==> src/rtl/seven_seg_scanner_pkg.sv <==
// Shared constants and helpers for the seven-segment display scanner slice.
package seven_seg_scanner_pkg;

  localparam logic [6:0] SEG_BLANK_N = 7'h7F;
  localparam int         NIB_W       = 4;

  // Width needed to hold prescaler values 0..div-1 (never narrower than 1 bit).
  function automatic int prescale_width(input int div);
    return ($clog2(div) < 1) ? 1 : $clog2(div);
  endfunction

endpackage

==> src/rtl/seven_seg_scanner_converter.sv <==
// Hex nibble to active-high seven-segment code, bit order g..a.
module seven_seg_converter
  import seven_seg_scanner_pkg::*;
(
  input  logic [NIB_W-1:0] nibble,
  output logic [6:0]       seg
);

  // Glyph lookup for 0-9 and A-F.
  always_comb begin
    seg = 7'h00;
    case (nibble)
      4'h0:    seg = 7'h3F;
      4'h1:    seg = 7'h06;
      4'h2:    seg = 7'h5B;
      4'h3:    seg = 7'h4F;
      4'h4:    seg = 7'h66;
      4'h5:    seg = 7'h6D;
      4'h6:    seg = 7'h7D;
      4'h7:    seg = 7'h07;
      4'h8:    seg = 7'h7F;
      4'h9:    seg = 7'h6F;
      4'hA:    seg = 7'h77;
      4'hB:    seg = 7'h7C;
      4'hC:    seg = 7'h39;
      4'hD:    seg = 7'h5E;
      4'hE:    seg = 7'h79;
      4'hF:    seg = 7'h71;
      default: seg = 7'h00;
    endcase
  end

endmodule

==> src/rtl/seven_seg_scanner.sv <==
// Time-multiplexed common-anode seven-segment driver with frame-synchronous
// double-buffered value updates and optional leading-zero blanking.
module seven_seg_scanner
  import seven_seg_scanner_pkg::*;
#(
  parameter int NUM_DIGITS  = 4,
  parameter int REFRESH_DIV = 50000
) (
  input  logic                        clk,
  input  logic                        rst_n,
  input  logic [NIB_W*NUM_DIGITS-1:0] value,
  input  logic                        load,
  input  logic                        blank_lz,
  input  logic [NUM_DIGITS-1:0]       dp_mask,
  output logic [6:0]                  seg_n,
  output logic                        dp_n,
  output logic [NUM_DIGITS-1:0]       an_n,
  output logic                        frame_done
);

  localparam int              PW       = prescale_width(REFRESH_DIV);
  localparam int              DW       = (NUM_DIGITS > 1) ? $clog2(NUM_DIGITS) : 1;
  localparam int              VW       = NIB_W * NUM_DIGITS;
  localparam logic [PW-1:0]   PRE_LAST = PW'(REFRESH_DIV - 1);
  localparam logic [DW-1:0]   DIG_LAST = DW'(NUM_DIGITS - 1);

  logic [PW-1:0]         prescaler_r;
  logic [DW-1:0]         digit_r;
  logic [VW-1:0]         pending_r;
  logic [VW-1:0]         disp_r;
  logic [6:0]            seg_n_r;
  logic                  dp_n_r;
  logic [NUM_DIGITS-1:0] an_n_r;
  logic                  frame_done_r;

  logic                  tick_s;
  logic                  commit_s;
  logic                  blank_s;
  logic [NIB_W-1:0]      nibble_s;
  logic [6:0]            seg_code_s;
  logic [6:0]            seg_next_s;
  logic                  dp_next_s;
  logic [NUM_DIGITS-1:0] an_next_s;
  logic [NUM_DIGITS-1:0] lz_zero_s;

  // Slot end and frame end (commit point) decode.
  always_comb begin
    tick_s   = (prescaler_r == PRE_LAST);
    commit_s = tick_s && (digit_r == DIG_LAST);
  end

  // lz_zero_s[i] is set when nibbles i..NUM_DIGITS-1 of the shown value are all zero.
  always_comb begin
    logic zero_run;
    zero_run  = 1'b1;
    lz_zero_s = {NUM_DIGITS{1'b0}};
    for (int i = NUM_DIGITS - 1; i >= 0; i--) begin
      zero_run     = zero_run && (disp_r[NIB_W*i +: NIB_W] == 4'h0);
      lz_zero_s[i] = zero_run;
    end
  end

  // Nibble of the digit currently being scanned; digit 0 is never blanked.
  always_comb begin
    nibble_s = disp_r[NIB_W*int'(digit_r) +: NIB_W];
    blank_s  = blank_lz && (digit_r != {DW{1'b0}}) && lz_zero_s[digit_r];
  end

  seven_seg_converter u_conv (
    .nibble (nibble_s),
    .seg    (seg_code_s)
  );

  // Pin values for the next cycle; the first cycle of each slot is dark to stop ghosting.
  always_comb begin
    an_next_s  = {NUM_DIGITS{1'b1}};
    seg_next_s = SEG_BLANK_N;
    dp_next_s  = 1'b1;
    if ((prescaler_r == {PW{1'b0}}) || blank_s) begin
      an_next_s  = {NUM_DIGITS{1'b1}};
      seg_next_s = SEG_BLANK_N;
      dp_next_s  = 1'b1;
    end else begin
      for (int i = 0; i < NUM_DIGITS; i++) begin
        an_next_s[i] = (DW'(i) != digit_r);
      end
      seg_next_s = ~seg_code_s;
      dp_next_s  = ~dp_mask[digit_r];
    end
  end

  // Refresh prescaler and digit scan counter.
  always_ff @(posedge clk) begin
    if (!rst_n) begin
      prescaler_r <= {PW{1'b0}};
      digit_r     <= {DW{1'b0}};
    end else if (tick_s) begin
      prescaler_r <= {PW{1'b0}};
      digit_r     <= (digit_r == DIG_LAST) ? {DW{1'b0}} : digit_r + DW'(1);
    end else begin
      prescaler_r <= prescaler_r + PW'(1);
    end
  end

  // Double buffer: a load landing on the commit edge goes straight to the display.
  always_ff @(posedge clk) begin
    if (!rst_n) begin
      pending_r <= {VW{1'b0}};
      disp_r    <= {VW{1'b0}};
    end else begin
      if (load) begin
        pending_r <= value;
      end
      if (commit_s) begin
        disp_r <= load ? value : pending_r;
      end
    end
  end

  // Registered pin drivers.
  always_ff @(posedge clk) begin
    if (!rst_n) begin
      seg_n_r      <= SEG_BLANK_N;
      dp_n_r       <= 1'b1;
      an_n_r       <= {NUM_DIGITS{1'b1}};
      frame_done_r <= 1'b0;
    end else begin
      seg_n_r      <= seg_next_s;
      dp_n_r       <= dp_next_s;
      an_n_r       <= an_next_s;
      frame_done_r <= commit_s;
    end
  end

  assign seg_n      = seg_n_r;
  assign dp_n       = dp_n_r;
  assign an_n       = an_n_r;
  assign frame_done = frame_done_r;

endmodule

==> config.mk <==
export PLATFORM = sky130hd
export DESIGN_NAME = seven_seg_scanner
export DESIGN_NICKNAME = d
export VERILOG_FILES = /design/src/rtl/seven_seg_scanner_pkg.sv /design/src/rtl/seven_seg_scanner_converter.sv /design/src/rtl/seven_seg_scanner.sv
export SDC_FILE = /design/constraint.sdc
export NUM_CORES = 1
export LEC_CHECK = 0
export BUFFER_PORTS_ARGS = -buffer_cell sky130_fd_sc_hd__buf_2
export CORE_MARGIN = 3
export CORE_UTILIZATION = 40
export CTS_BUF_LIST = sky130_fd_sc_hd__clkbuf_8 sky130_fd_sc_hd__clkbuf_16
export DETAILED_ROUTE_END_ITERATION = 12
export GPL_TIMING_DRIVEN = 0
export PLACE_DENSITY = 0.63
export SLEW_MARGIN = 20
export SYNTH_ARGS = -nofsm -noshare
export SYNTH_HDL_FRONTEND = slang
export SYNTH_SLANG_ARGS = --single-unit
==> constraint.sdc <==
create_clock -name clk -period 2 [get_ports clk]
set_clock_uncertainty 0.2 [all_clocks]
set_input_delay 0.4 -clock clk [delete_from_list [all_inputs] [get_ports clk]]
set_output_delay 0.4 -clock clk [all_outputs]
set_load 0.005 [all_outputs]
==> report_table.html, run 1 <==
<table>
<tr><th>Metric</th><th>Value</th></tr>
<tr><th colspan="2">Place</th></tr>
<tr><td>Worst setup slack after placement</td><td>-415 ps</td></tr>
<tr><td>Number of cells in the design after placement</td><td>416</td></tr>
<tr><td>GPL Wtd Cong</td><td>0.850</td></tr>
<tr><td>Post-DP HPWL</td><td>4310 um</td></tr>
<tr><td>I/O Buffers</td><td>34</td></tr>
<tr><th colspan="2">CTS</th></tr>
<tr><td>Cell chosen for the clock root</td><td>sky130_fd_sc_hd__clkbuf_8</td></tr>
<tr><td>Clock edge transition at the registers on the reported setup and hold paths</td><td>70 ps</td></tr>
<tr><td>TritonCTS clock tree</td><td>done</td></tr>
<tr><td>Sink Count</td><td>63</td></tr>
<tr><td>Worst-Skew Late Latency</td><td>350 ps</td></tr>
<tr><td>H-tree Lvls</td><td>3</td></tr>
<tr><td>Number of buffers created by CTS</td><td>9</td></tr>
<tr><td>Maximum clock insertion buffer count</td><td>2</td></tr>
<tr><th colspan="2">Detailed routing</th></tr>
<tr><td>Total vias in the final route</td><td>2266</td></tr>
<tr><td>Antenna Violating Nets Remaining</td><td>0</td></tr>
<tr><td>Drt initial violations</td><td>106</td></tr>
<tr><td>Router iterations before antenna repair</td><td>4</td></tr>
<tr><td>Avg Vias per Cell</td><td>5.05</td></tr>
<tr><td>Detail-routed net length per standard cell</td><td>14.1 um</td></tr>
<tr><td>Total Wirelength</td><td>6350 um</td></tr>
<tr><td>Number of DRC violations after detailed routing</td><td>0</td></tr>
<tr><th colspan="2">Synthesis</th></tr>
<tr><td>Synthesized area</td><td>2850 um2</td></tr>
<tr><td>Count of flip-flops with a built-in enable after synthesis</td><td>0</td></tr>
<tr><td>Post-synth top area share</td><td>44.2%</td></tr>
<tr><td>Yosys cell types</td><td>43</td></tr>
<tr><td>Sequential area share after synthesis</td><td>44.2%</td></tr>
<tr><td>Synth Register Bits</td><td>63</td></tr>
<tr><td>Primary flip-flop cell chosen by synthesis mapping</td><td>sky130_fd_sc_hd__dfxtp_1</td></tr>
<tr><td>Average instance area after synthesis</td><td>9.97 um2</td></tr>
<tr><td>Async set or reset register ratio after synthesis</td><td>0%</td></tr>
<tr><td>Largest area contributor in the synthesized netlist</td><td>sky130_fd_sc_hd__dfxtp_1</td></tr>
<tr><td>Post-Synthesis Cells</td><td>286</td></tr>
<tr><td>Leading cell types by total area after synthesis</td><td>sky130_fd_sc_hd__dfxtp_1 (44%), sky130_fd_sc_hd__mux2_2 (6.7%), sky130_fd_sc_hd__mux2i_1 (6.0%)</td></tr>
<tr><td>Synthesis Warnings</td><td>0</td></tr>
<tr><td>Synthesized net count</td><td>321</td></tr>
<tr><td>Dominant cell by count in the synthesized netlist</td><td>sky130_fd_sc_hd__dfxtp_1</td></tr>
<tr><td>Commonest cells post-synth</td><td>sky130_fd_sc_hd__dfxtp_1 (63), sky130_fd_sc_hd__nor2_1 (31), sky130_fd_sc_hd__and2_1 (17), sky130_fd_sc_hd__mux2_2 (17), sky130_fd_sc_hd__mux2i_1 (17)</td></tr>
<tr><th colspan="2">Pwr</th></tr>
<tr><td>Lkg Pwr</td><td>1.52 nW</td></tr>
<tr><td>Worst supply voltage drop on vdd</td><td>0.000300 V</td></tr>
<tr><td>Post-layout power</td><td>2.71 mW</td></tr>
<tr><td>Power density normalized to cell area</td><td>735 nW/um2</td></tr>
<tr><th colspan="2">Global routing</th></tr>
<tr><td>Residual overflow from global routing</td><td>0</td></tr>
<tr><td>Number of global-route vias before repair</td><td>2320</td></tr>
<tr><td>Global-route wire length before repair</td><td>10700 um</td></tr>
<tr><td>Largest net degree at the start of global routing</td><td>11</td></tr>
<tr><td>Overall fraction of global-route tracks in use</td><td>16.7%</td></tr>
<tr><td>Number of antenna violations at the first check in global routing</td><td>0</td></tr>
<tr><th colspan="2">Floorplan</th></tr>
<tr><td>I/O pin cnt</td><td>37</td></tr>
<tr><td>Starting density of the core</td><td>41.5%</td></tr>
<tr><td>Die X</td><td>90.5 um</td></tr>
<tr><td>Row cnt</td><td>30</td></tr>
<tr><td>Core outline area</td><td>6870 um2</td></tr>
<tr><td>DIE HEIGHT</td><td>90.5 um</td></tr>
<tr><td>DIE AREA</td><td>8180 um2</td></tr>
<tr><th colspan="2">Min path</th></tr>
<tr><td>Class of the tightest hold or removal check</td><td>primary input to flop</td></tr>
<tr><th colspan="2">Timing</th></tr>
<tr><td>Min Tclk post-route</td><td>2080 ps</td></tr>
<tr><td>RSZ-0062 raised after global routing</td><td>yes</td></tr>
<tr><td>Count of endpoints failing setup in the final report</td><td>20</td></tr>
<tr><td>Period utilisation layout</td><td>104%</td></tr>
<tr><td>Relative slew slack</td><td>61.2%</td></tr>
<tr><td>Highest clock rate</td><td>481 MHz</td></tr>
<tr><td>Final setup slack of the worst path</td><td>-78.8 ps</td></tr>
<tr><td>Final Hold Fails</td><td>0</td></tr>
<tr><td>Sum of negative setup slack</td><td>-1280 ps</td></tr>
<tr><td>Final number of max-transition violations</td><td>0</td></tr>
<tr><td>Measured slew at the worst slew-check pin</td><td>581 ps</td></tr>
<tr><th colspan="2">Final layout</th></tr>
<tr><td>Layout Cells excl Fill</td><td>449</td></tr>
<tr><td>Sequential cell area</td><td>1270 um2</td></tr>
<tr><td>Post-route core utilization</td><td>53.8%</td></tr>
<tr><td>Fillcell total</td><td>629</td></tr>
<tr><td>Layout cells sized above 1</td><td>37.4%</td></tr>
<tr><td>Fin nets</td><td>383</td></tr>
<tr><td>Multi-input combinational cell area</td><td>1590 um2</td></tr>
<tr><td>Area growth from synthesis to final layout</td><td>29.4%</td></tr>
<tr><td>Diode count</td><td>0</td></tr>
<tr><th colspan="2">Run</th></tr>
<tr><td>Number of max-cap violations</td><td>0</td></tr>
<tr><th colspan="2">Setup path</th></tr>
<tr><td>Crit path max fanout</td><td>5</td></tr>
<tr><td>Sort of element at the start of the critical path</td><td>flop</td></tr>
<tr><td>Data required time at the worst endpoint</td><td>2040 ps</td></tr>
<tr><td>Element type at the critical path end</td><td>flop</td></tr>
<tr><td>Critical setup path kind</td><td>flop to flop</td></tr>
<tr><td>Arrival time at the worst endpoint</td><td>2120 ps</td></tr>
<tr><th colspan="2">Outcome</th></tr>
<tr><td>Violated checks</td><td>setup timing</td></tr>
<tr><td>Run status</td><td>finished with violations</td></tr>
</table>
## metrics by stage
stage | instance area (um2) | hold slack [ps]
finish | 3690 | 126
floorplan | 2880 | 226
global placement | 3170 | 240
global route | 3690 | 157
CTS | 3630 | 113
detailed placement | 3170 | 249
## state kept, by name, summed over array words and instances, names as in the netlist
name,count
frame_done,1
seg_n,7
prescaler_r,16
disp_r,16
an_n,4
pending_r,16
digit_r,2
dp_n,1
## worst paths after layout
path	to	from	depth (start not counted)	slack, ps
min reg2reg	prescaler_r[0]	prescaler_r[0]	1	230
max	prescaler_r[1]	prescaler_r[10]	5	-80
min	pending_r[1]	value[1]	3	130
max reg2reg	prescaler_r[1]	prescaler_r[10]	5	-80
## area by class of cell
cell class,count,area share [%]
tap,96,3.25
clock inverter,5,1.97
inverter,14,1.49
sequential,63,34.4
buffer,12,2.17
timing repair buffer,53,9.59
multi-input combinational,195,43.1
clock buffer,11,4.10
## logic make-up (layout without fill, tap and decap cells)
group	Yosys count	in the layout	share of synthesized area [%]
AND/OR/NAND/NOR	106	106	19.8
flip-flops	63	63	44.2
multiplexers	40	40	17.4
buffers and inverters	28	95	4.08
AO/OA/AOI/OAI	27	27	6.27
adder cells (fa/ha/maj)	11	11	4.82
XOR/XNOR	11	11	3.38
## worst max-delay path, cell delays in order, from the launching register on
cell	delay [ps]
sky130_fd_sc_hd__dfxtp_2	320
sky130_fd_sc_hd__or4_4	570
sky130_fd_sc_hd__or4_4	460
sky130_fd_sc_hd__o21ai_4	220
sky130_fd_sc_hd__buf_6	150
sky130_fd_sc_hd__nor2_1	40
## power breakdown
group | internal (mW) | total (mW) | switching [mW]
clock | 0.758 | 1.24 | 0.480
combinational | 0.0820 | 0.167 | 0.0846
sequential | 1.29 | 1.31 | 0.0127
total | 2.14 | 2.71 | 0.577
## cell usage in the layout (no fill, tap or decap), types with 5 or more instances in the layout
master,synthesis,final
sky130_fd_sc_hd__nor2_1,31,28
sky130_fd_sc_hd__dfxtp_2,0,6
sky130_fd_sc_hd__nand4_1,7,7
sky130_fd_sc_hd__nand3_1,12,11
sky130_fd_sc_hd__buf_2,3,36
sky130_fd_sc_hd__mux2_2,17,17
sky130_fd_sc_hd__clkbuf_1,10,6
sky130_fd_sc_hd__buf_4,0,13
sky130_fd_sc_hd__o21ai_1,0,5
sky130_fd_sc_hd__and2_1,17,16
sky130_fd_sc_hd__dfxtp_1,63,57
sky130_fd_sc_hd__buf_6,1,6
sky130_fd_sc_hd__clkbuf_8,0,12
sky130_fd_sc_hd__nand2_1,12,12
sky130_fd_sc_hd__ha_1,11,8
sky130_fd_sc_hd__mux4_2,6,6
sky130_fd_sc_hd__inv_1,14,13
sky130_fd_sc_hd__mux2i_1,17,17
sky130_fd_sc_hd__xor2_1,8,8
## what timing repair did
item                       in CTS  in global routing
hold buffers                    0                  0
cloned                          3                  0
resized for setup              30                 16
setup buffers                  13                  3
setup endpoints to repair      41                 46
pin swaps                       6                  4
## per-layer routing
layer | global-route usage, % | wire length [um] | up-vias
met1 | 20.0 | 2900 | 1071
met3 | 4.83 | 275 | 22
met5 | 0 | 0 | -
li1 | - | - | 1122
met4 | 12.1 | 262 | 0
met2 | 25.4 | 2910 | 51
Power figures use the tool's default switching activity.
==> run 2: changes to the inputs <==
--- a/config.mk
+++ b/config.mk
@@ -5,7 +5,7 @@
 export SDC_FILE = /design/constraint.sdc
 export NUM_CORES = 1
 export LEC_CHECK = 0
-export BUFFER_PORTS_ARGS = -buffer_cell sky130_fd_sc_hd__buf_2
+export BUFFER_PORTS_ARGS = -buffer_cell sky130_fd_sc_hd__buf_4
 export CORE_MARGIN = 3
 export CORE_UTILIZATION = 40
 export CTS_BUF_LIST = sky130_fd_sc_hd__clkbuf_8 sky130_fd_sc_hd__clkbuf_16
==> constraint.sdc (replaced) <==
create_clock -name clk -period 1.9 [get_ports clk]
set_clock_uncertainty 0.2 [all_clocks]
set_input_delay 0.38 -clock clk [delete_from_list [all_inputs] [get_ports clk]]
set_output_delay 0.38 -clock clk [all_outputs]
set_load 0.005 [all_outputs]
==> run 2 against run 1 <==
  * The flow still finishes with violations (setup timing)
  * Via count up 3.5%
  * Critical path depth unchanged
  * Non-clock buffer count is 10 higher
  * First-iteration DRC count increased by 16%
  * Combinational power up 36%
  * Sequential share of layout area shrank 3.0 points
  * Highest routed layer unchanged
==> report_table.html, run 2 (synthesis gave the netlist of run 1 again) <==
<table>
<tr><th>Metric</th><th>Value</th></tr>
<tr><th colspan="2">Outcome</th></tr>
<tr><td>Run status</td><td>finished with violations</td></tr>
<tr><td>Violated checks</td><td>setup timing</td></tr>
<tr><th colspan="2">Detailed routing</th></tr>
<tr><td>Total vias in the final route</td><td>2346 (+3.5%)</td></tr>
<tr><td>Antenna Violating Nets Remaining</td><td>0 (unchanged)</td></tr>
<tr><td>Drt initial violations</td><td>123 (+16%)</td></tr>
<tr><td>Total Wirelength</td><td>6810 um (+7.3%)</td></tr>
<tr><td>Router iterations before antenna repair</td><td>4 (unchanged)</td></tr>
<tr><td>Detail-routed net length per standard cell</td><td>14.9 um (+5.2%)</td></tr>
<tr><td>Number of DRC violations after detailed routing</td><td>0 (unchanged)</td></tr>
<tr><td>Avg Vias per Cell</td><td>5.12 (+1.5%)</td></tr>
<tr><th colspan="2">Global routing</th></tr>
<tr><td>Global-route wire length before repair</td><td>11100 um (+4.2%)</td></tr>
<tr><td>Number of antenna violations at the first check in global routing</td><td>0 (unchanged)</td></tr>
<tr><td>Overall fraction of global-route tracks in use</td><td>17.1% (+0.42 points)</td></tr>
<tr><td>Largest net degree at the start of global routing</td><td>11 (unchanged)</td></tr>
<tr><td>Residual overflow from global routing</td><td>0 (unchanged)</td></tr>
<tr><td>Number of global-route vias before repair</td><td>2343 (+0.99%)</td></tr>
<tr><th colspan="2">Final layout</th></tr>
<tr><td>Largest registers</td><td>disp_r: 16 flops, pending_r: 16 flops, prescaler_r: 16 flops</td></tr>
<tr><td>Diode count</td><td>0 (unchanged)</td></tr>
<tr><td>Fin nets</td><td>393 (+2.6%)</td></tr>
<tr><td>Layout Cells excl Fill</td><td>458 (+2.0%)</td></tr>
<tr><td>Most common library cell in the layout ignoring fill and taps</td><td>sky130_fd_sc_hd__dfxtp_1</td></tr>
<tr><td>Area growth from synthesis to final layout</td><td>42.1%</td></tr>
<tr><td>Post-route core utilization</td><td>59.0% (+5.3 points)</td></tr>
<tr><td>Fillcell total</td><td>546 (-13%)</td></tr>
<tr><td>Layout cells sized above 1</td><td>45.0% (+7.6 points)</td></tr>
<tr><td>Most frequent cells in the layout</td><td>sky130_fd_sc_hd__dfxtp_1 (57), sky130_fd_sc_hd__buf_4 (49), sky130_fd_sc_hd__nor2_1 (24), sky130_fd_sc_hd__mux2i_1 (17), sky130_fd_sc_hd__mux2_2 (17)</td></tr>
<tr><th colspan="2">CTS</th></tr>
<tr><td>Number of buffers created by CTS</td><td>9 (unchanged)</td></tr>
<tr><td>TritonCTS clock tree</td><td>done</td></tr>
<tr><td>Worst-Skew Late Latency</td><td>340 ps (about the same)</td></tr>
<tr><td>Sink Count</td><td>63 (unchanged)</td></tr>
<tr><td>Maximum clock insertion buffer count</td><td>2 (unchanged)</td></tr>
<tr><td>Cell chosen for the clock root</td><td>sky130_fd_sc_hd__clkbuf_8</td></tr>
<tr><td>H-tree Lvls</td><td>3 (unchanged)</td></tr>
<tr><td>Clock edge transition at the registers on the reported setup and hold paths</td><td>70 ps (about the same)</td></tr>
<tr><td>Count of hold buffers inserted by post-cts repair</td><td>0 (unchanged)</td></tr>
<tr><th colspan="2">Place</th></tr>
<tr><td>Post-DP HPWL</td><td>4290 um (-0.44%)</td></tr>
<tr><td>Number of cells in the design after placement</td><td>416 (unchanged)</td></tr>
<tr><td>Worst setup slack after placement</td><td>-489 ps (-74.7 ps)</td></tr>
<tr><td>GPL Wtd Cong</td><td>0.831 (-2.3%)</td></tr>
<tr><td>I/O Buffers</td><td>34 (unchanged)</td></tr>
<tr><th colspan="2">Setup path</th></tr>
<tr><td>Slack of the worst reg-to-reg path</td><td>-220 ps (-140 ps)</td></tr>
<tr><td>Worst r2r src</td><td>prescaler_r[13]</td></tr>
<tr><td>Worst path cell trace</td><td>or4_4, or4_4, o21ai_4, buf_6, nor2_1</td></tr>
<tr><td>Crit path top cell by count</td><td>sky130_fd_sc_hd__or4_4</td></tr>
<tr><td>Critical setup path kind</td><td>flop to flop</td></tr>
<tr><td>Worst reg2reg path endpoint</td><td>prescaler_r[10]</td></tr>
<tr><td>Sort of element at the start of the critical path</td><td>flop</td></tr>
<tr><td>Data required time at the worst endpoint</td><td>1930 ps (-110 ps)</td></tr>
<tr><td>Category of cells accounting for the largest share of critical-path delay</td><td>simple AND/OR/NAND/NOR gates</td></tr>
<tr><td>Element type at the critical path end</td><td>flop</td></tr>
<tr><td>Crit path max fanout</td><td>5 (unchanged)</td></tr>
<tr><td>Arrival time at the worst endpoint</td><td>2140 ps (+20 ps)</td></tr>
<tr><td>Peak per-stage delay on the critical path</td><td>540 ps (-30 ps)</td></tr>
<tr><td>CP max stage cell</td><td>sky130_fd_sc_hd__or4_4</td></tr>
<tr><td>Depth of the worst register-to-register path</td><td>5 (unchanged)</td></tr>
<tr><td>Sum of buffers and inverters on the critical path</td><td>1 (unchanged)</td></tr>
<tr><th colspan="2">Run</th></tr>
<tr><td>Number of max-cap violations</td><td>0 (unchanged)</td></tr>
<tr><th colspan="2">Timing</th></tr>
<tr><td>Final Hold Fails</td><td>0 (unchanged)</td></tr>
<tr><td>Period utilisation layout</td><td>111% (+7.4 points)</td></tr>
<tr><td>Sum of negative setup slack</td><td>-6710 ps (-5440 ps)</td></tr>
<tr><td>Min Tclk post-route</td><td>2120 ps (+37.0 ps)</td></tr>
<tr><td>RSZ-0062 raised after global routing</td><td>yes</td></tr>
<tr><td>Final number of max-transition violations</td><td>0 (unchanged)</td></tr>
<tr><td>Measured slew at the worst slew-check pin</td><td>606 ps (+24.6 ps)</td></tr>
<tr><td>Final setup slack of the worst path</td><td>-216 ps (-137 ps)</td></tr>
<tr><td>Count of endpoints failing setup in the final report</td><td>46 (+130%)</td></tr>
<tr><td>Relative slew slack</td><td>59.6% (-1.6 points)</td></tr>
<tr><td>Highest clock rate</td><td>473 MHz (-1.7%)</td></tr>
<tr><th colspan="2">Floorplan</th></tr>
<tr><td>Core outline area</td><td>6870 um2 (unchanged)</td></tr>
<tr><td>Row cnt</td><td>30 (unchanged)</td></tr>
<tr><td>I/O pin cnt</td><td>37 (unchanged)</td></tr>
<tr><td>Die X</td><td>90.5 um (unchanged)</td></tr>
<tr><td>Starting density of the core</td><td>41.5% (unchanged)</td></tr>
<tr><td>DIE AREA</td><td>8180 um2 (unchanged)</td></tr>
<tr><td>DIE HEIGHT</td><td>90.5 um (unchanged)</td></tr>
<tr><th colspan="2">Min path</th></tr>
<tr><td>Startpoint of the tightest hold check path</td><td>value[3]</td></tr>
<tr><td>Min-Delay Path Depth</td><td>3 (unchanged)</td></tr>
<tr><td>Worst Hold Endpoint</td><td>pending_r[3]</td></tr>
<tr><td>Class of the tightest hold or removal check</td><td>primary input to flop</td></tr>
<tr><th colspan="2">Pwr</th></tr>
<tr><td>Lkg Pwr</td><td>1.66 nW (+9.5%)</td></tr>
<tr><td>Post-layout power</td><td>2.86 mW (+5.3%)</td></tr>
<tr><td>Power density normalized to cell area</td><td>704 nW/um2 (-4.1%)</td></tr>
<tr><td>Worst supply voltage drop on vdd</td><td>0.000378 V (+26%)</td></tr>
</table>
==> run 2: area by class of cell <==
cell class	count	area, um2	share of cell area (%)
inverters	14	57.6	1.42
flip-flops and latches	63	1270	31.4
repair buffers	63	554	13.7
clock inverters	5	73.8	1.82
multi-input cells	195	1740	42.8
plain buffers	12	103	2.53
well taps	96	120	2.96
clock buffers	10	138	3.39
==> run 2: timing repair <==
action,in CTS,in global routing
resized for setup,56,36
setup buffers,18,8
cloned,3,0
pin swaps,12,11
setup endpoints to repair,46,46
==> run 2: how the worst max path moves through the flow <==
| stage | cells past startpoint | from | to | slack [ps] |
|---|---|---|---|---|
| after detailed placement | 6 | prescaler_r[0] | disp_r[11] | -490 |
| final | 5 | prescaler_r[13] | prescaler_r[10] | -220 |
| after floorplan | 5 | prescaler_r[10] | prescaler_r[10] | -120 |
| after CTS | 6 | digit_r[0] | seg_n[0] | -180 |
| after global placement | 8 | digit_r[1] | seg_n[4] | -470 |
| after global routing | 6 | digit_r[0] | seg_n[0] | -250 |
==> run 2: per-layer routing <==
metal | wire, um | track usage [%] | vias up
li1 | - | - | 1148
met1 | 3110 | 21.5 | 1119
met2 | 3270 | 26.5 | 65
met3 | 277 | 4.17 | 14
met4 | 154 | 10.3 | 0
met5 | 0 | 0 | -
==> run 2: worst reg2reg max path, cell delays in order, from the launching register on <==
cell                      delay [ps]
sky130_fd_sc_hd__dfxtp_2         330
sky130_fd_sc_hd__or4_4           540
sky130_fd_sc_hd__or4_4           460
sky130_fd_sc_hd__o21ai_4         260
sky130_fd_sc_hd__buf_6           160
sky130_fd_sc_hd__nor2_1           50
==> run 2: through the flow <==
stage | cell area (um2) | hold WS, ps
finish | 4060 | 118
global route | 4060 | 119
CTS | 3870 | 108
detailed placement | 3260 | 249
global placement | 3260 | 241
floorplan | 2880 | 226
==> run 2: report_power, final <==
part           internal, mW  switching, mW  total [mW]  leakage (nW)
Combinational         0.127         0.0995       0.227          1.03
Sequential             1.36         0.0178        1.38         0.517
Clock                 0.757          0.491        1.25         0.113
Total                  2.25          0.608        2.86          1.66
==> run 3: changes to the inputs <==
--- a/config.mk
+++ b/config.mk
@@ -10,7 +10,7 @@
 export CORE_UTILIZATION = 40
 export CTS_BUF_LIST = sky130_fd_sc_hd__clkbuf_8 sky130_fd_sc_hd__clkbuf_16
 export DETAILED_ROUTE_END_ITERATION = 12
-export GPL_TIMING_DRIVEN = 0
+export GPL_TIMING_DRIVEN = 1
 export PLACE_DENSITY = 0.63
 export SLEW_MARGIN = 20
 export SYNTH_ARGS = -nofsm -noshare
==> constraint.sdc (replaced) <==
create_clock -name clk -period 1.9 [get_ports clk]
set_clock_uncertainty 0.2 [all_clocks]
set_input_delay 0.285 -clock clk [delete_from_list [all_inputs] [get_ports clk]]
set_output_delay 0.285 -clock clk [all_outputs]
set_load 0.005 [all_outputs]
==> run 3 against run 2 <==
  * The run still ends with setup timing left
  * Cell count grew 2.0%
  * Die area is the same
  * Routed wire length shrank 6.6%
  * Maximum frequency grew 5.1%
  * Register-to-register slack gained 100 ps
  * Critical path type unchanged
  * Largest power group unchanged
==> report_table.html, run 3 (synthesis gave the netlist of run 1 again) <==
<table>
<tr><th>Metric</th><th>Value</th></tr>
<tr><th colspan="2">Floorplan</th></tr>
<tr><td>Row cnt</td><td>30 (unchanged)</td></tr>
<tr><td>Die X</td><td>90.5 um (unchanged)</td></tr>
<tr><td>DIE AREA</td><td>8180 um2 (unchanged)</td></tr>
<tr><td>I/O pin cnt</td><td>37 (unchanged)</td></tr>
<tr><td>Core outline area</td><td>6870 um2 (unchanged)</td></tr>
<tr><td>Starting density of the core</td><td>41.5% (unchanged)</td></tr>
<tr><td>DIE HEIGHT</td><td>90.5 um (unchanged)</td></tr>
<tr><th colspan="2">Pwr</th></tr>
<tr><td>Power density normalized to cell area</td><td>717 nW/um2 (+1.8%)</td></tr>
<tr><td>Lkg Pwr</td><td>1.68 nW (+1.1%)</td></tr>
<tr><td>Worst supply voltage drop on vdd</td><td>0.000511 V (+35%)</td></tr>
<tr><th colspan="2">CTS</th></tr>
<tr><td>Sink Count</td><td>63 (unchanged)</td></tr>
<tr><td>Cell chosen for the clock root</td><td>sky130_fd_sc_hd__clkbuf_8</td></tr>
<tr><td>TritonCTS clock tree</td><td>done</td></tr>
<tr><td>Maximum clock insertion buffer count</td><td>2 (unchanged)</td></tr>
<tr><td>Worst-Skew Late Latency</td><td>340 ps (about the same)</td></tr>
<tr><td>Clock edge transition at the registers on the reported setup and hold paths</td><td>70 ps (about the same)</td></tr>
<tr><td>Count of hold buffers inserted by post-cts repair</td><td>0 (unchanged)</td></tr>
<tr><td>H-tree Lvls</td><td>3 (unchanged)</td></tr>
<tr><td>Number of buffers created by CTS</td><td>9 (unchanged)</td></tr>
<tr><th colspan="2">Final layout</th></tr>
<tr><td>Largest registers</td><td>disp_r: 16 flops, pending_r: 16 flops, prescaler_r: 16 flops</td></tr>
<tr><td>Area growth from synthesis to final layout</td><td>38.2%</td></tr>
<tr><td>Post-Layout Inst Area</td><td>3940 um2 (-2.8%)</td></tr>
<tr><td>Diode count</td><td>0 (unchanged)</td></tr>
<tr><td>Most common library cell in the layout ignoring fill and taps</td><td>sky130_fd_sc_hd__buf_4</td></tr>
<tr><td>Layout Cells excl Fill</td><td>467 (+2.0%)</td></tr>
<tr><td>Most frequent cells in the layout</td><td>sky130_fd_sc_hd__buf_4 (77), sky130_fd_sc_hd__dfxtp_1 (61), sky130_fd_sc_hd__nor2_1 (30)</td></tr>
<tr><td>Fin nets</td><td>402 (+2.3%)</td></tr>
<tr><td>Layout cells sized above 1</td><td>40.2% (-4.9 points)</td></tr>
<tr><th colspan="2">Detailed routing</th></tr>
<tr><td>Detail-routed net length per standard cell</td><td>13.6 um (-8.4%)</td></tr>
<tr><td>Number of DRC violations after detailed routing</td><td>0 (unchanged)</td></tr>
<tr><td>Drt initial violations</td><td>125 (+1.6%)</td></tr>
<tr><td>Avg Vias per Cell</td><td>4.94 (-3.6%)</td></tr>
<tr><td>Total vias in the final route</td><td>2307 (-1.7%)</td></tr>
<tr><td>Total Wirelength</td><td>6360 um (-6.6%)</td></tr>
<tr><td>Router iterations before antenna repair</td><td>4 (unchanged)</td></tr>
<tr><td>Antenna Violating Nets Remaining</td><td>0 (unchanged)</td></tr>
<tr><th colspan="2">Timing</th></tr>
<tr><td>Sum of negative setup slack</td><td>-3470 ps (+3250 ps)</td></tr>
<tr><td>Relative slew slack</td><td>50.8% (-8.8 points)</td></tr>
<tr><td>Period utilisation layout</td><td>106% (-5.4 points)</td></tr>
<tr><td>Final number of max-transition violations</td><td>0 (unchanged)</td></tr>
<tr><td>Measured slew at the worst slew-check pin</td><td>738 ps (+132 ps)</td></tr>
<tr><td>Min Hold Slack</td><td>23.8 ps (-94.4 ps)</td></tr>
<tr><td>Highest clock rate</td><td>497 MHz (+5.1%)</td></tr>
<tr><td>Count of endpoints failing setup in the final report</td><td>45 (-2.2%)</td></tr>
<tr><td>RSZ-0062 raised after global routing</td><td>yes</td></tr>
<tr><td>Final Hold Fails</td><td>0 (unchanged)</td></tr>
<tr><td>Final setup slack of the worst path</td><td>-112 ps (+104 ps)</td></tr>
<tr><td>Min Tclk post-route</td><td>2010 ps (-104 ps)</td></tr>
<tr><th colspan="2">Min path</th></tr>
<tr><td>Startpoint of the tightest hold check path</td><td>value[3]</td></tr>
<tr><td>Min-Delay Path Depth</td><td>3 (unchanged)</td></tr>
<tr><td>Worst Hold Endpoint</td><td>pending_r[3]</td></tr>
<tr><td>Class of the tightest hold or removal check</td><td>primary input to flop</td></tr>
<tr><th colspan="2">Setup path</th></tr>
<tr><td>Sort of element at the start of the critical path</td><td>flop</td></tr>
<tr><td>Worst reg2reg path endpoint</td><td>digit_r[1]</td></tr>
<tr><td>Worst path cell trace</td><td>or4_4, or4_4, buf_6, o21ai_2, a21oi_2</td></tr>
<tr><td>Depth of the worst register-to-register path</td><td>5 (unchanged)</td></tr>
<tr><td>Peak per-stage delay on the critical path</td><td>540 ps (about the same)</td></tr>
<tr><td>Crit path max fanout</td><td>3 (-2)</td></tr>
<tr><td>Critical setup path kind</td><td>flop to flop</td></tr>
<tr><td>Crit path top cell by count</td><td>sky130_fd_sc_hd__or4_4</td></tr>
<tr><td>Sum of buffers and inverters on the critical path</td><td>1 (unchanged)</td></tr>
<tr><td>Data required time at the worst endpoint</td><td>1890 ps (-40 ps)</td></tr>
<tr><td>Worst r2r src</td><td>prescaler_r[10]</td></tr>
<tr><td>Slack of the worst reg-to-reg path</td><td>-110 ps (+100 ps)</td></tr>
<tr><td>CP max stage cell</td><td>sky130_fd_sc_hd__or4_4</td></tr>
<tr><td>Arrival time at the worst endpoint</td><td>2010 ps (-130 ps)</td></tr>
<tr><td>Element type at the critical path end</td><td>flop</td></tr>
<tr><td>Category of cells accounting for the largest share of critical-path delay</td><td>simple AND/OR/NAND/NOR gates</td></tr>
<tr><th colspan="2">Run</th></tr>
<tr><td>Number of max-cap violations</td><td>0 (unchanged)</td></tr>
<tr><th colspan="2">Global routing</th></tr>
<tr><td>Number of global-route vias before repair</td><td>2228 (-4.9%)</td></tr>
<tr><td>Overall fraction of global-route tracks in use</td><td>16.6% (-0.45 points)</td></tr>
<tr><td>Largest net degree at the start of global routing</td><td>21 (+10)</td></tr>
<tr><td>Residual overflow from global routing</td><td>0 (unchanged)</td></tr>
<tr><td>Number of antenna violations at the first check in global routing</td><td>0 (unchanged)</td></tr>
<tr><td>Global-route wire length before repair</td><td>11000 um (-1.5%)</td></tr>
<tr><th colspan="2">Place</th></tr>
<tr><td>Worst setup slack after placement</td><td>-335 ps (+155 ps)</td></tr>
<tr><td>Number of cells in the design after placement</td><td>448 (+7.7%)</td></tr>
<tr><td>GPL Wtd Cong</td><td>0.833 (+0.26%)</td></tr>
<tr><td>Post-DP Area</td><td>3560 um2 (+9.5%)</td></tr>
<tr><td>Post-DP HPWL</td><td>4550 um (+5.9%)</td></tr>
<tr><td>I/O Buffers</td><td>36 (+5.9%)</td></tr>
<tr><th colspan="2">Outcome</th></tr>
<tr><td>Run status</td><td>finished with violations</td></tr>
<tr><td>Violated checks</td><td>setup timing</td></tr>
</table>
-- run 3: worst min-delay path, delay by kind of cell --
kind                   cells  cell delay, ps
AND/OR/NAND/NOR            1             100
buffers and inverters      1              70
multiplexers               1              60
-- run 3: through the flow --
stage,util [%],power [mW]
3_5_place_dp,51.9,1.59
2_1_floorplan,-,1.49
4_1_cts,56.7,2.86
3_3_place_gp,51.9,1.58
6_report,57.4,2.83
5_1_grt,57.4,2.96
-- run 3: worst max path at each step --
stage / from / cells past startpoint / end / slack [ps]
floorplan: prescaler_r[10] / 5 / prescaler_r[10] / -120
global placement: prescaler_r[0] / 6 / seg_n[2] / -310
detailed placement: prescaler_r[0] / 6 / seg_n[2] / -330
CTS: prescaler_r[10] / 5 / prescaler_r[4] / -130
global route: digit_r[0] / 7 / seg_n[2] / -160
finish: prescaler_r[10] / 5 / digit_r[1] / -110
-- run 3: what timing repair did --
| item | 4_1_cts | 5_1_grt |
|---|---|---|
| gates cloned | 1 | 0 |
| pin swaps | 6 | 7 |
| buffers inserted | 2 | 1 |
| gates resized for setup | 22 | 10 |
| endpoints found under the setup margin | 46 | 46 |
| endpoints found under the hold margin | 0 | 0 |
-- run 3: layer usage --
metal | part of all wire [%] | track usage, % | wire, um
met5 | 0 | 0 | 0
met3 | 4.8 | 5.75 | 303
met1 | 49 | 22.4 | 3100
met4 | 1.3 | 4.59 | 85
met2 | 45 | 25.4 | 2870
-- run 3: cell type report --
class                           count  area, um2
Fill cell                         582       2930
Multi-Input combinational cell    196       1620
Sequential cell                    63       1270
Timing Repair Buffer               83        672
Clock buffer                       10        138
Tap cell                           96        120
Clock inverter                      5       73.8
Inverter                           14       55.1
-- run 3: report_power, final --
part / internal [mW] / switching (mW)
Clock: 0.758 / 0.498
Sequential: 1.36 / 0.0131
Combinational: 0.109 / 0.0878
